===== src/rtl/alu_request_arbiter_if.sv =====
// Handshake and data bundle between the two ALU requesters, the shared ALU
// datapath and the arbiter that sits between them.
interface alu_request_arbiter_if;
  logic       req0_valid;
  logic       req0_ready;
  logic [3:0] req0_aluop;
  logic [7:0] req0_a;
  logic [7:0] req0_b;
  logic       req0_cin;

  logic       req1_valid;
  logic       req1_ready;
  logic [3:0] req1_aluop;
  logic [7:0] req1_a;
  logic [7:0] req1_b;
  logic       req1_cin;

  logic [3:0] alu_op;
  logic [7:0] alu_a;
  logic [7:0] alu_b;
  logic       alu_cin;
  logic [7:0] alu_result;
  logic [3:0] alu_flags;

  logic       rsp0_valid;
  logic       rsp1_valid;
  logic [7:0] rsp_result;
  logic [3:0] rsp_flags;

  // Requester / ALU side.
  modport master (
    output req0_valid, req0_aluop, req0_a, req0_b, req0_cin,
    output req1_valid, req1_aluop, req1_a, req1_b, req1_cin,
    output alu_result, alu_flags,
    input  req0_ready, req1_ready,
    input  alu_op, alu_a, alu_b, alu_cin,
    input  rsp0_valid, rsp1_valid, rsp_result, rsp_flags
  );

  // Arbiter side.
  modport slave (
    input  req0_valid, req0_aluop, req0_a, req0_b, req0_cin,
    input  req1_valid, req1_aluop, req1_a, req1_b, req1_cin,
    input  alu_result, alu_flags,
    output req0_ready, req1_ready,
    output alu_op, alu_a, alu_b, alu_cin,
    output rsp0_valid, rsp1_valid, rsp_result, rsp_flags
  );
endinterface


===== src/rtl/alu_request_arbiter.sv =====
// Round-robin arbiter sharing one ALU between the execute stage (req0) and
// the auxiliary sequencer (req1). The winning op is registered onto the ALU
// inputs, held for EXEC_CYCLES cycles, then the result/flags are captured
// and returned with a one-cycle strobe to the owning requester.
module alu_request_arbiter #(
  parameter int EXEC_CYCLES = 1  // 1..15
) (
  input logic               clk,
  input logic               rst_n,
  alu_request_arbiter_if.slave bus
);

  localparam logic [3:0] CNT_LOAD = 4'(EXEC_CYCLES - 1);

  typedef enum logic [1:0] {
    IDLE = 2'd0,
    EXEC = 2'd1,
    DONE = 2'd2
  } state_t;

  state_t     state, state_nxt;
  logic [3:0] cnt;
  logic       last_grant;
  logic       owner;

  logic       open_win;
  logic       both;
  logic       win;
  logic       rdy0, rdy1;
  logic       accept;
  logic       cnt_zero;
  logic       capture;

  logic [3:0] sel_op;
  logic [7:0] sel_a, sel_b;
  logic       sel_cin;

  logic [3:0] op_q;
  logic [7:0] a_q, b_q;
  logic       cin_q;
  logic [7:0] res_q;
  logic [3:0] flg_q;

  // Grant: window open in IDLE/DONE; on contention the requester that did
  // not win last time goes first. Ready is masked while reset is asserted so
  // nothing is advertised during reset.
  always_comb begin
    open_win = rst_n && (state == IDLE || state == DONE);
    both     = bus.req0_valid && bus.req1_valid;
    win      = both ? ~last_grant : bus.req1_valid;
    rdy0     = open_win && bus.req0_valid && !win;
    rdy1     = open_win && bus.req1_valid &&  win;
    accept   = rdy0 || rdy1;
    cnt_zero = (cnt == 4'd0);
    capture  = (state == EXEC) && cnt_zero;
  end

  // Operand mux from the winning requester.
  always_comb begin
    if (win) begin
      sel_op  = bus.req1_aluop;
      sel_a   = bus.req1_a;
      sel_b   = bus.req1_b;
      sel_cin = bus.req1_cin;
    end else begin
      sel_op  = bus.req0_aluop;
      sel_a   = bus.req0_a;
      sel_b   = bus.req0_b;
      sel_cin = bus.req0_cin;
    end
  end

  // Next-state: DONE may immediately start the next op (back-to-back).
  always_comb begin
    state_nxt = state;
    case (state)
      IDLE:    if (accept) state_nxt = EXEC;
      EXEC:    if (cnt_zero) state_nxt = DONE;
      DONE:    state_nxt = accept ? EXEC : IDLE;
      default: state_nxt = IDLE;
    endcase
  end

  // State register, settle counter and grant history.
  always_ff @(posedge clk or negedge rst_n) begin
    if (!rst_n) begin
      state      <= IDLE;
      cnt        <= 4'd0;
      last_grant <= 1'b1;
      owner      <= 1'b0;
    end else begin
      state <= state_nxt;
      if (accept) begin
        cnt        <= CNT_LOAD;
        last_grant <= win;
        owner      <= win;
      end else if (state == EXEC && !cnt_zero) begin
        cnt <= cnt - 4'd1;
      end
    end
  end

  // ALU input registers: change only on accept, held otherwise.
  always_ff @(posedge clk or negedge rst_n) begin
    if (!rst_n) begin
      op_q  <= 4'd0;
      a_q   <= 8'd0;
      b_q   <= 8'd0;
      cin_q <= 1'b0;
    end else if (accept) begin
      op_q  <= sel_op;
      a_q   <= sel_a;
      b_q   <= sel_b;
      cin_q <= sel_cin;
    end
  end

  // Result capture at the end of the last settle cycle; held until the next.
  always_ff @(posedge clk or negedge rst_n) begin
    if (!rst_n) begin
      res_q <= 8'd0;
      flg_q <= 4'd0;
    end else if (capture) begin
      res_q <= bus.alu_result;
      flg_q <= bus.alu_flags;
    end
  end

  assign bus.req0_ready = rdy0;
  assign bus.req1_ready = rdy1;
  assign bus.alu_op     = op_q;
  assign bus.alu_a      = a_q;
  assign bus.alu_b      = b_q;
  assign bus.alu_cin    = cin_q;
  assign bus.rsp0_valid = (state == DONE) && !owner;
  assign bus.rsp1_valid = (state == DONE) &&  owner;
  assign bus.rsp_result = res_q;
  assign bus.rsp_flags  = flg_q;

endmodule


===== src/flat_wrapper.sv =====
// flat-port wrapper written by rule: the top's interface ports become plain ports
module alu_request_arbiter_flat 
#(
  parameter int EXEC_CYCLES = 1          
)
  (clk, rst_n, bus_req0_valid, bus_req0_aluop, bus_req0_a, bus_req0_b, bus_req0_cin, bus_req1_valid, bus_req1_aluop, bus_req1_a, bus_req1_b, bus_req1_cin, bus_alu_result, bus_alu_flags, bus_req0_ready, bus_req1_ready, bus_alu_op, bus_alu_a, bus_alu_b, bus_alu_cin, bus_rsp0_valid, bus_rsp1_valid, bus_rsp_result, bus_rsp_flags);
  alu_request_arbiter_if bus_i ();
  input logic clk;
  input logic rst_n;
  input wire logic [$bits(bus_i.req0_valid)-1:0] bus_req0_valid;
  input wire logic [$bits(bus_i.req0_aluop)-1:0] bus_req0_aluop;
  input wire logic [$bits(bus_i.req0_a)-1:0] bus_req0_a;
  input wire logic [$bits(bus_i.req0_b)-1:0] bus_req0_b;
  input wire logic [$bits(bus_i.req0_cin)-1:0] bus_req0_cin;
  input wire logic [$bits(bus_i.req1_valid)-1:0] bus_req1_valid;
  input wire logic [$bits(bus_i.req1_aluop)-1:0] bus_req1_aluop;
  input wire logic [$bits(bus_i.req1_a)-1:0] bus_req1_a;
  input wire logic [$bits(bus_i.req1_b)-1:0] bus_req1_b;
  input wire logic [$bits(bus_i.req1_cin)-1:0] bus_req1_cin;
  input wire logic [$bits(bus_i.alu_result)-1:0] bus_alu_result;
  input wire logic [$bits(bus_i.alu_flags)-1:0] bus_alu_flags;
  output wire logic [$bits(bus_i.req0_ready)-1:0] bus_req0_ready;
  output wire logic [$bits(bus_i.req1_ready)-1:0] bus_req1_ready;
  output wire logic [$bits(bus_i.alu_op)-1:0] bus_alu_op;
  output wire logic [$bits(bus_i.alu_a)-1:0] bus_alu_a;
  output wire logic [$bits(bus_i.alu_b)-1:0] bus_alu_b;
  output wire logic [$bits(bus_i.alu_cin)-1:0] bus_alu_cin;
  output wire logic [$bits(bus_i.rsp0_valid)-1:0] bus_rsp0_valid;
  output wire logic [$bits(bus_i.rsp1_valid)-1:0] bus_rsp1_valid;
  output wire logic [$bits(bus_i.rsp_result)-1:0] bus_rsp_result;
  output wire logic [$bits(bus_i.rsp_flags)-1:0] bus_rsp_flags;
  assign bus_i.req0_valid = bus_req0_valid;
  assign bus_i.req0_aluop = bus_req0_aluop;
  assign bus_i.req0_a = bus_req0_a;
  assign bus_i.req0_b = bus_req0_b;
  assign bus_i.req0_cin = bus_req0_cin;
  assign bus_i.req1_valid = bus_req1_valid;
  assign bus_i.req1_aluop = bus_req1_aluop;
  assign bus_i.req1_a = bus_req1_a;
  assign bus_i.req1_b = bus_req1_b;
  assign bus_i.req1_cin = bus_req1_cin;
  assign bus_i.alu_result = bus_alu_result;
  assign bus_i.alu_flags = bus_alu_flags;
  assign bus_req0_ready = bus_i.req0_ready;
  assign bus_req1_ready = bus_i.req1_ready;
  assign bus_alu_op = bus_i.alu_op;
  assign bus_alu_a = bus_i.alu_a;
  assign bus_alu_b = bus_i.alu_b;
  assign bus_alu_cin = bus_i.alu_cin;
  assign bus_rsp0_valid = bus_i.rsp0_valid;
  assign bus_rsp1_valid = bus_i.rsp1_valid;
  assign bus_rsp_result = bus_i.rsp_result;
  assign bus_rsp_flags = bus_i.rsp_flags;
  alu_request_arbiter #(.EXEC_CYCLES(EXEC_CYCLES)) u_core (.clk(clk), .rst_n(rst_n), .bus(bus_i));
endmodule

===== config.mk =====
export PLATFORM = sky130hd
export DESIGN_NAME = alu_request_arbiter_flat
export DESIGN_NICKNAME = d
export VERILOG_FILES = /design/src/rtl/alu_request_arbiter_if.sv /design/src/rtl/alu_request_arbiter.sv /design/src/flat_wrapper.sv
export SDC_FILE = /design/constraint.sdc
export NUM_CORES = 1
export LEC_CHECK = 0
export ABC_AREA = 0
export ABC_CLOCK_PERIOD_IN_PS = 2600
export BUFFER_PORTS_ARGS = -buffer_cell sky130_fd_sc_hd__buf_2
export CAP_MARGIN = 20
export CORE_ASPECT_RATIO = 2
export CORE_UTILIZATION = 46
export DETAILED_ROUTE_END_ITERATION = 6
export HOLD_SLACK_MARGIN = 0.06
export PLACE_DENSITY_LB_ADDON = 0.05
export REMOVE_ABC_BUFFERS = 1
export SLEW_MARGIN = 5
export SYNTH_ARGS = -nofsm -noshare
export SYNTH_HDL_FRONTEND = slang
export SYNTH_SLANG_ARGS = --single-unit

===== constraint.sdc =====
create_clock -name clk -period 2.6 [get_ports clk]
set_clock_uncertainty 0.2 [all_clocks]
set_input_delay 0.26 -clock clk [delete_from_list [all_inputs] [get_ports clk]]
set_output_delay 0.26 -clock clk [all_outputs]
set_load 0.05 [all_outputs]

==> results.toml <==
[pwr]
p_switching_mw = 1.82
seq_power_share_pct = 31.1
switching_share_pct = 49.1
total_leakage_power_nw = 1.36
vdd_ir_drop_max_v = 0.000983
power_per_cell_area_nw_per_um2 = 1370
pwr-share-comb_pct = 58.3
power.clock.fraction_pct = 10.6
finalPower_mw = 3.70
cellInternalPower_mw = 1.88

[grt]
first_pass_grt_wire_length_um = 6530
vias_in_the_first_global_route = 1510
globalRouteTotalUtil_pct = 20.1
grt_overflow_total = 0
grt_antenna_before_repair = 0
grt_start_max_net_pins = 28

[clock_network]
clock-sinks = 41
cts_buffers = 5
clock_insertion_delay_worst_skew_ps = 280
cts.reportedPaths.clkPinSlew_ps = 80
cts_root_buffer = "sky130_fd_sc_hd__clkbuf_8"
cts_tree = "done"
htree_num_levels = 2
clockBufferDepth = 2

[placement]
final_weighted_congestion_in_routability_driven_placement = 0.752
detailedPlacementHpwl_um = 3150
place.port_buffers = 94
post-place-cells = 281

[sta]
slew_violations = 0
rsz0062_at_grt = "no"
worstMarginPinSlew_ps = 678
max_freq_mhz = 443
fin_worst_hold_slack_ps = 130
setup_total_negative_slack_ps = 0
setup_viol = 0
timing.final.hold_violations = 0
final.min_clock_period_ps = 2260
min_period_over_period_pct = 86.7
maxSlewHeadroom_pct = 54.8

[worst_setup_path]
cp_slowest_stage_delay_ps = 530
cp.buffers_inverters = 3
crit_required_ps = 2570
worstPathMaxFanout = 21
crit_chain = "dlygate4sd3_1 -> buf_2 -> nand2b_1 -> nor2_2 -> buf_4 -> mux2_2"
launch_instance_of_the_worst_register_to_register_path = "u_core.cnt[0]$_DFFE_PN0P_"
r2r_slack_ps = 360
timing.critical_path.arrival_ps = 2230
setup.worst_path.start_class = "input port"
crit-reg2reg-capture = "u_core.bus.rsp_result[3]$_DFFE_PN0P_"
cp_top_family = "buffers and inverters"
slowest_stage = "sky130_fd_sc_hd__dlygate4sd3_1"
cp-end-kind = "flop"
r2r_cells = 5
crit_type = "input port to flop"

[floorplanning]
fp.dieArea_um2 = 4550
initial_utilization_pct = 48.1
ios = 95
rows = 33
placeableCoreArea_um2 = 4090
die_h_um = 94.4
die_x_um = 48.2

[yosys]
postSynthAreaPerCell_um2 = 14.2
synthCells = 138
synthesis.yosys.warnings = 0
fraction_of_the_yosys_area_taken_by_sequential_cells_pct = 52.3
synth_area_um2 = 1960
synth.ff_latch_count = 41
netlist-cell-type-count = 30

[route]
routed_via_density = 4.97
drt-pass1-iter-count = 2
drc = 0
postRouteAntennaNets = 0
drt_iter0_markers = 12
detail_route.wirelength_um = 4230
vias = 1511
post_drt_wl_per_cell_um = 13.9

[final_layout]
layout_area_overhead_pct = 37.6
final_core_util_pct = 66.1
final_net_count = 311
regArea_um2 = 1030
diodes = 0
multi_input_comb_area_um2 = 871
stdcell_count = 304
final.fill_count = 331
drive_gt1_share_pct = 64.3

[min_path]
terminating_pin_of_the_worst_hold_path = "u_core.bus.alu_cin$_DFFE_PN0N_"
worstHoldPathCells = 3
min-delay-start = "bus_req0_cin"
worstHoldPathType = "input port to flop"

[status]
run_status = "complete, no violations"

[run]
cap_viol_max_count = 0
[sequential cells by signal, indices dropped and copies added (netlist names)]
register	flops
u_core.bus.rsp_result	8
u_core.last_grant	1
u_core.bus.alu_op	4
u_core.bus.alu_cin	1
u_core.state	2
u_core.cnt	4
u_core.bus.alu_b	8
u_core.bus.rsp_flags	4
u_core.owner	1
u_core.bus.alu_a	8
[worst max path at each step]
stage                                         start                              endpoint  slack [ps]  cells past startpoint
after floorplan           u_core.cnt[0]$_DFFE_PN0P_   u_core.bus.rsp_flags[0]$_DFFE_PN0P_         530                      5
after global placement    u_core.cnt[0]$_DFFE_PN0P_  u_core.bus.rsp_result[7]$_DFFE_PN0P_         450                      5
after detailed placement  u_core.cnt[0]$_DFFE_PN0P_  u_core.bus.rsp_result[4]$_DFFE_PN0P_         380                      5
after CTS                                     rst_n       u_core.bus.alu_b[4]$_DFFE_PN0N_         320                      6
after global routing                          rst_n       u_core.bus.alu_b[4]$_DFFE_PN0N_         150                      6
final                                         rst_n       u_core.bus.alu_b[4]$_DFFE_PN0N_         340                      6
[metrics by stage]
step / area [µm²] / setup WS [ps]
2_1_floorplan: 1910 / 534
3_3_place_gp: 2470 / 451
3_5_place_dp: 2470 / 377
4_1_cts: 2700 / 319
5_1_grt: 2700 / 153
6_report: 2700 / 345
[routing by layer]
layer	wire [µm]	share of wire, %	GRT usage [%]	up-vias
met4	55	1.3	8.56	0
met1	1610	38	21.2	734
li1	-	-	-	714
met3	236	5.6	4.59	4
met2	2330	55	35.2	59
met5	0	0	0	-
[synthesized netlist by cell type, drive strengths merged]
master	n	area share [%]
a21bo	1	0.51
a21o	1	0.38
a21oi	4	1.0
a31oi	1	0.32
and2b	1	0.38
and3	1	0.32
and3b	1	0.45
buf	6	2.6
dfrtp	40	51
dfstp	1	1.3
ha	2	1.3
inv	4	0.76
mux2	54	33
mux2i	1	0.51
nand2	1	0.19
nand2b	2	1.0
nor2	3	0.70
nor3b	2	0.76
nor4	1	0.32
o21ai	4	1.0
o22ai	1	0.32
or2	1	0.32
or2b	1	0.38
or3	3	0.96
or4b	1	0.51
[power by group through the flow]
stage          clock [mW]  combinational, mW  sequential [mW]
6_report            0.392               2.16             1.15
3_3_place_gp            0               2.09             1.13
5_1_grt             0.443               2.28             1.19
2_1_floorplan           0              0.721             2.07
3_5_place_dp            0               2.14             1.16
4_1_cts             0.413               2.17             1.15
[cell usage in the layout, fill, tap and decap left out, types with 4 or more instances in the layout]
| cell type | count |
|---|---|
| sky130_fd_sc_hd__inv_1 | 4 |
| sky130_fd_sc_hd__clkbuf_8 | 5 |
| sky130_fd_sc_hd__mux2_4 | 9 |
| sky130_fd_sc_hd__dfrtp_1 | 40 |
| sky130_fd_sc_hd__mux2_2 | 45 |
| sky130_fd_sc_hd__a21oi_1 | 4 |
| sky130_fd_sc_hd__dlygate4sd3_1 | 15 |
| sky130_fd_sc_hd__buf_2 | 94 |
| sky130_fd_sc_hd__o21ai_0 | 4 |
[worst reg2reg max path: stages (launching register included)]
cell and delay [ps]:
sky130_fd_sc_hd__dfrtp_1 410, sky130_fd_sc_hd__inv_1 90, sky130_fd_sc_hd__ha_1 180, sky130_fd_sc_hd__or2b_1 240, sky130_fd_sc_hd__or3_1 610, sky130_fd_sc_hd__mux2_4 410
[final cells by class]
| cell class | count | share of cell area, % |
|---|---|---|
| tap | 52 | 2.41 |
| sequential | 41 | 38.0 |
| clock buffer | 7 | 2.82 |
| timing repair buffer | 112 | 23.8 |
| inverter | 4 | 0.556 |
| clock inverter | 1 | 0.185 |
| multi-input combinational | 87 | 32.2 |
[kinds of logic (layout without fill, tap and decap cells)]
logic type,after synthesis,after routing,share of synthesized area (%)
mux,55,55,33.2
flops,41,41,52.3
simple gates,18,18,6.31
compound gates,12,12,3.57
buf+inv,10,124,3.38
fa+ha+maj,2,2,1.27
[timing repair]
item / 4_1_cts / 5_1_grt
hold buffers: 15 / 0
hold endpoints to repair: 27 / 0
setup buffers: 0 / 0
resized for setup: 0 / 0
(Power assumes the default switching activity.)
